**config.mk**
```make
export PLATFORM = sky130hd
export DESIGN_NAME = alu_multicycle
export DESIGN_NICKNAME = d
export VERILOG_FILES = /design/src/rtl/alu_multicycle.sv
export SDC_FILE = /design/constraint.sdc
export NUM_CORES = 1
export LEC_CHECK = 0
export ABC_AREA = 0
export BUFFER_PORTS_ARGS = -buffer_cell sky130_fd_sc_hd__buf_2
export CAP_MARGIN = 0
export CORE_MARGIN = 2
export CORE_UTILIZATION = 65
export CTS_CLUSTER_SIZE = 28
export DETAILED_ROUTE_END_ITERATION = 10
export PLACE_DENSITY = 0.85
export SETUP_SLACK_MARGIN = 0.2
export SLEW_MARGIN = 5
export SYNTH_ARGS = -nofsm -noshare
export SYNTH_HDL_FRONTEND = slang
export SYNTH_SLANG_ARGS = --single-unit
```
**constraint.sdc**
```tcl
create_clock -name clk -period 3.85 [get_ports clk]
set_clock_uncertainty 0.15 [all_clocks]
set_input_delay 0.5775 -clock clk [delete_from_list [all_inputs] [get_ports clk]]
set_output_delay 0.5775 -clock clk [all_outputs]
set_load 0.02 [all_outputs]
```
**src/rtl/alu_multicycle.sv**
```systemverilog
// alu_multicycle: handshaked ALU with single-cycle logic/arith/compare/shift ops and an
// iterative restoring divider that takes OPER_WIDTH cycles.
//
// Ports:
//   clk        clock
//   rst_n      asynchronous active-low reset
//   a, b       unsigned operands (OPER_WIDTH bits)
//   alu_fun    4-bit operation select
//   en         request, accepted on a rising edge when busy is low
//   busy       high while a division iterates; requests are dropped meanwhile
//   alu_out    result (OUT_WIDTH bits), held between results
//   out_valid  one-cycle pulse marking a new alu_out
//   div_err    set with out_valid on divide by zero, cleared on the next accepted request
module alu_multicycle #(
  parameter int unsigned OPER_WIDTH = 8,
  parameter int unsigned OUT_WIDTH  = 2 * OPER_WIDTH
) (
  input  logic                  clk,
  input  logic                  rst_n,
  input  logic [OPER_WIDTH-1:0] a,
  input  logic [OPER_WIDTH-1:0] b,
  input  logic [3:0]            alu_fun,
  input  logic                  en,
  output logic                  busy,
  output logic [OUT_WIDTH-1:0]  alu_out,
  output logic                  out_valid,
  output logic                  div_err
);

  localparam int unsigned CntW = $clog2(OPER_WIDTH + 1);
  localparam logic [3:0]  OpDiv = 4'b0011;

  typedef enum logic {StIdle, StDiv} state_e;

  state_e                state_q;
  logic [OPER_WIDTH-1:0] dvd_q;  // dividend bits shift out of the top, quotient bits in at the bottom
  logic [OPER_WIDTH-1:0] dvs_q;
  logic [OPER_WIDTH-1:0] rem_q;
  logic [CntW-1:0]       cnt_q;

  logic [OUT_WIDTH-1:0]  ae, be, res;
  logic [OPER_WIDTH:0]   rem_shift;
  logic [OPER_WIDTH-1:0] rem_sub, rem_next, quot_next;
  logic                  take;
  logic                  div_zero;

  assign ae = OUT_WIDTH'(a);
  assign be = OUT_WIDTH'(b);
  assign div_zero = (alu_fun == OpDiv) && (b == '0);

  // Single-cycle result; the divide slot only matters for the divide-by-zero case.
  always_comb begin
    res = '0;
    unique case (alu_fun)
      4'b0000: res = ae + be;
      4'b0001: res = ae - be;
      4'b0010: res = ae * be;
      4'b0011: res = '0;
      4'b0100: res = ae & be;
      4'b0101: res = ae | be;
      4'b0110: res = ~(ae & be);
      4'b0111: res = ~(ae | be);
      4'b1000: res = ae ^ be;
      4'b1001: res = ~(ae ^ be);
      4'b1010: res = (a == b) ? OUT_WIDTH'(1) : '0;
      4'b1011: res = (a > b)  ? OUT_WIDTH'(2) : '0;
      4'b1100: res = (a < b)  ? OUT_WIDTH'(3) : '0;
      4'b1101: res = ae >> 1;
      4'b1110: res = ae << 1;
      4'b1111: res = '0;
      default: res = '0;
    endcase
  end

  // One restoring step. The shifted remainder needs an extra bit; after a subtract the
  // result is below the divisor, so the low OPER_WIDTH bits of the difference are exact.
  always_comb begin
    rem_shift = {rem_q, dvd_q[OPER_WIDTH-1]};
    take      = (rem_shift >= {1'b0, dvs_q});
    rem_sub   = rem_shift[OPER_WIDTH-1:0] - dvs_q;
    rem_next  = take ? rem_sub : rem_shift[OPER_WIDTH-1:0];
    quot_next = {dvd_q[OPER_WIDTH-2:0], take};
  end

  always_ff @(posedge clk or negedge rst_n) begin
    if (!rst_n) begin
      state_q   <= StIdle;
      dvd_q     <= '0;
      dvs_q     <= '0;
      rem_q     <= '0;
      cnt_q     <= '0;
      busy      <= 1'b0;
      alu_out   <= '0;
      out_valid <= 1'b0;
      div_err   <= 1'b0;
    end else begin
      out_valid <= 1'b0;
      unique case (state_q)
        StIdle: begin
          if (en) begin
            if ((alu_fun == OpDiv) && !div_zero) begin
              dvd_q   <= a;
              dvs_q   <= b;
              rem_q   <= '0;
              cnt_q   <= CntW'(OPER_WIDTH);
              busy    <= 1'b1;
              div_err <= 1'b0;
              state_q <= StDiv;
            end else begin
              alu_out   <= res;
              out_valid <= 1'b1;
              div_err   <= div_zero;
            end
          end
        end
        StDiv: begin
          rem_q <= rem_next;
          dvd_q <= quot_next;
          cnt_q <= cnt_q - CntW'(1);
          // Last iteration: counter is about to reach zero.
          if (cnt_q == CntW'(1)) begin
            alu_out   <= {rem_next, quot_next};
            out_valid <= 1'b1;
            busy      <= 1'b0;
            state_q   <= StIdle;
          end
        end
        default: state_q <= StIdle;
      endcase
    end
  end

endmodule

```
==> run summary <==
The number of hold violations in the final report is 0. Setup violations remaining at the end of the flow were counted as 12. The maximum achievable frequency is 225 MHz. At the later pin of the worst-skew pair, clock insertion delay measures 300 ps. The remaining design rule violation count is 0. The area of the die is 0.0106 mm2.

For the pin with the worst max-slew slack, the measured transition is 702 ps. Detailed routing inserted a total of 7,108 vias. The initial antenna violation count was 0. The Yosys step of the flow raised 0 warnings.

The maximum number of pins on one net before global-route repair came out at 40. Synthesis produced 804 cells. On the final layout, the worst hold slack is 161 ps.

The path depth of the worst reg2reg path is 8. The final reports fail on negative setup slack. The power per cell area came out at 598 mW/mm2.

The most instantiated flip-flop cell in the synthesis netlist is dfrtp_1. The H-tree was split into 2 levels. The final-stage net count came out at ~1,100. The CTS clock-pin slew for the worst setup and hold paths is 90 ps. The via count of the first global-routing pass is 6,990.

The tool flagged a number of max-cap violations equal to 0. The first-pass iteration count of the detailed router came out at 7. The area added between synthesis and finish is 28.2%. The path category of the worst min-delay check is in -> async.

The area of the mapped netlist came out at 0.00639 mm2. The mean routed wirelength per cell came out at 22.8 um. The all-layer global routing usage is 44.2%. The final estimated routing congestion in global placement is between 1 and 1.5. The I/O pin count is 42. By instance count, the leading cell after synthesis is nor2_1. After the first detailed-routing iteration, the DRC count stood at 600. The CTS root buffer is clkbuf_8. The fraction of the cycle the final worst path needs is 116%. The placement-stage worst setup slack came out at -836 ps. Summed over all cells, the static leakage comes to 3.77 nW.

Setup repair after global routing could not meet its margin everywhere. The nature of the critical path startpoint is a primary input. After synthesis, the cell types taking the most area are dfrtp_1 (19%), ha_1 (14%), fa_1 (12%), nor2_1 (5.6%), inv_1 (5.4%). At the worst endpoint, the required time is 3920 ps. Using the TritonRoute via totals, the vias-per-cell ratio works out to ~6.7. The share of the Yosys chip area taken by registers is 18.8%.

For this configuration, the core starts out at a cell density of 66.3%. The critical path starts at b[2]. Sorting the synthesized cells by how often they occur yields nor2_1 (95), inv_1 (92), nand2_1 (83), ha_1 (70), dfrtp_1 (48). Following the worst setup path forward leads to its endpoint at alu_out[15]$_DFFE_PN0P_. The final wirelength is 24,100 um. The synthesized area per cell came out at ~7.9 um2. The register-to-register setup slack is 1040 ps. The top cell type's share of synthesized area is 18.8%.

The critical path is of the in -> reg type. The count of nets left with antenna violations once routing finished came out at 0. The startpoint identified for the worst register-to-register timing path is dvs_q[1]$_DFFE_PN0P_. The reg-to-reg endpoint is alu_out[9]$_DFFE_PN0P_. The TritonCTS clock tree is built.

After layout, the minimum clock period comes to 4450 ps. The count of cell types in the netlist is 80. The worst path arrival time came out at 4520 ps. The headroom to the max-slew limit came out at 53.0%. The chip width is 103 um. The count of filler cells inserted in the layout came out at 550.

The repair_antennas step left the layout with diodes totalling 0. From bottom edge to top edge, the die measures 103 um. The quantity of I/O buffers inserted on ports came out at 41.

The cell accounting for the most synthesized area is dfrtp_1. The number of storage elements in the synthesis netlist is 48. The final-report max-slew violation count came out at 0.

The total clock buffers created by CTS came out at 5. The fraction of registers with async set or reset after synthesis came out at between 90% and 100%. The number of core rows came out at 36. After floorplanning, the core was sized to cover between 0.009 and 0.01 mm2. The HPWL after detailed placement came out at 16,700 um. The flow ran to the end, but the final reports show violations. STA classifies the critical path endpoint as a register. The wire length of the first global-routing pass is 35,800 um. The worst-case vdd ir drop is 0.000713 V. The minimum setup slack in the final design is -599 ps. The number of enable flip-flop cells after synthesis came out at 0. The number of nets handed over by synthesis was around 940. The post-route netlist has 29.3% of its cells at a drive strength greater than 1. The deepest clock path buffer count is 2. Global routing finished with a remaining overflow of 0. The maximum net fanout on the critical path came out at 5.

The clock sink count is 48.
==> logic make-up (layout without fill, tap and decap cells) <==
| group | Yosys count | after routing | synth area share [%] |
|---|---|---|---|
| DFF | 48 | 48 | 18.8 |
| buffers and inverters | 134 | 256 | 8.31 |
| AOI/OAI and AO/OA | 195 | 195 | 21.3 |
| and+or+nand+nor | 289 | 289 | 21.5 |
| adders and majority gates | 110 | 110 | 26.1 |
| xor gates and xnor gates | 20 | 20 | 2.74 |
| muxes | 8 | 8 | 1.27 |
==> sequential cells by signal, indices dropped and copies added, names as in the netlist <==
name / count
alu_out: 16
dvd_q: 8
dvs_q: 8
rem_q: 8
cnt_q: 4
busy: 1
div_err: 1
out_valid: 1
state_q: 1
==> cell type report <==
class | instances | area, um2 | area share, %
timing repair buffer | 150 | 1130 | 13.8
clock inverter | 1 | 8.76 | 0.107
inverter | 99 | 415 | 5.07
multi-input combinational | 622 | 5190 | 63.4
tap | 133 | 166 | 2.03
clock buffer | 6 | 82.6 | 1.01
sequential | 48 | 1200 | 14.7
==> metrics by stage <==
stage	instance area, um2	cells	util, %	power (mW)	setup TNS [ps]
global route	8190	1059	84.9	5.16	-6190
global placement	7530	1029	78.1	3.85	-7880
floorplan	6670	804	-	3.05	-2260
finish	8190	1059	84.9	4.90	-5480
detailed placement	7530	1029	78.1	4.01	-9020
CTS	8020	1049	83.2	4.53	-3750
==> critical path: stages <==
cell and delay, ps:
buf_8 90, clkinvlp_4 170, nor2_1 160, fa_1 470, fa_2 510, fa_1 570
inv_1 80, fa_1 550, inv_2 70, ha_4 310, nor2_4 60, o21ai_2 220
o41ai_4 150, o21ai_1 220, o21ai_1 100, a31oi_1 200
==> report_power, final <==
group	switching, mW	internal [mW]
Clock	0.173	0.144
Combinational	2.18	1.49
Sequential	0.168	0.745
Total	2.52	2.38
==> cells in the final DEF, fill, tap and decap left out, types with 5 or more instances in the layout <==
cell type and count:
buf_4 106, nand2_1 78, nor2_1 74, inv_1 72, ha_1 57, dfrtp_1 48, o21ai_0 34, fa_1 34
a21oi_1 31, buf_2 29, nor3_1 20, nand3_1 16, nand2b_1 15, nor2_2 12, a31oi_1 12, buf_6 12
inv_2 11, nor2_4 10, nor2b_1 10, xor2_1 10, ha_4 10, clkinvlp_4 9, xnor2_1 9, a211oi_1 8
o22ai_1 7, mux2i_1 7, o31ai_1 7, nor4_1 6, o211ai_1 6, a222oi_1 6, clkbuf_8 6, nor3_2 5
o2111ai_1 5, o21bai_1 5, or3_1 5, o21ai_1 5, a21o_1 5, a21oi_2 5, fa_2 5
==> worst min path at each step <==
stage	from	end	slack, ps	cells past startpoint
final	rst_n	alu_out[14]$_DFFE_PN0P_	160	1
after global routing	rst_n	alu_out[14]$_DFFE_PN0P_	220	1
after CTS	rst_n	alu_out[14]$_DFFE_PN0P_	170	1
after detailed placement	busy$_DFFE_PN0P_	busy$_DFFE_PN0P_	320	2
after global placement	alu_out[5]$_DFFE_PN0P_	alu_out[5]$_DFFE_PN0P_	310	2
after floorplan	rst_n	alu_out[0]$_DFFE_PN0P_	130	0
==> metal layers <==
layer  vias to the layer above  track usage [%]  routed length, um  part of all wire [%]
li1                       3047                -                  -                     -
met1                      3341             55.1               8640                    36
met2                       571             72.3              11200                    46
met3                       149             7.80               2520                    10
met4                         0             25.6               1770                   7.3
met5                         -                0                  0                     0
==> repair_timing <==
| action | 4_1_cts | 5_1_grt |
|---|---|---|
| hold buffers | 0 | 0 |
| buffers inserted | 13 | 10 |
| gates cloned | 0 | 0 |
| pin swaps | 46 | 22 |
| gates resized for setup | 72 | 26 |
| setup endpoints to repair | 12 | 13 |
Note: power is estimated with default switching activity, not from simulation.
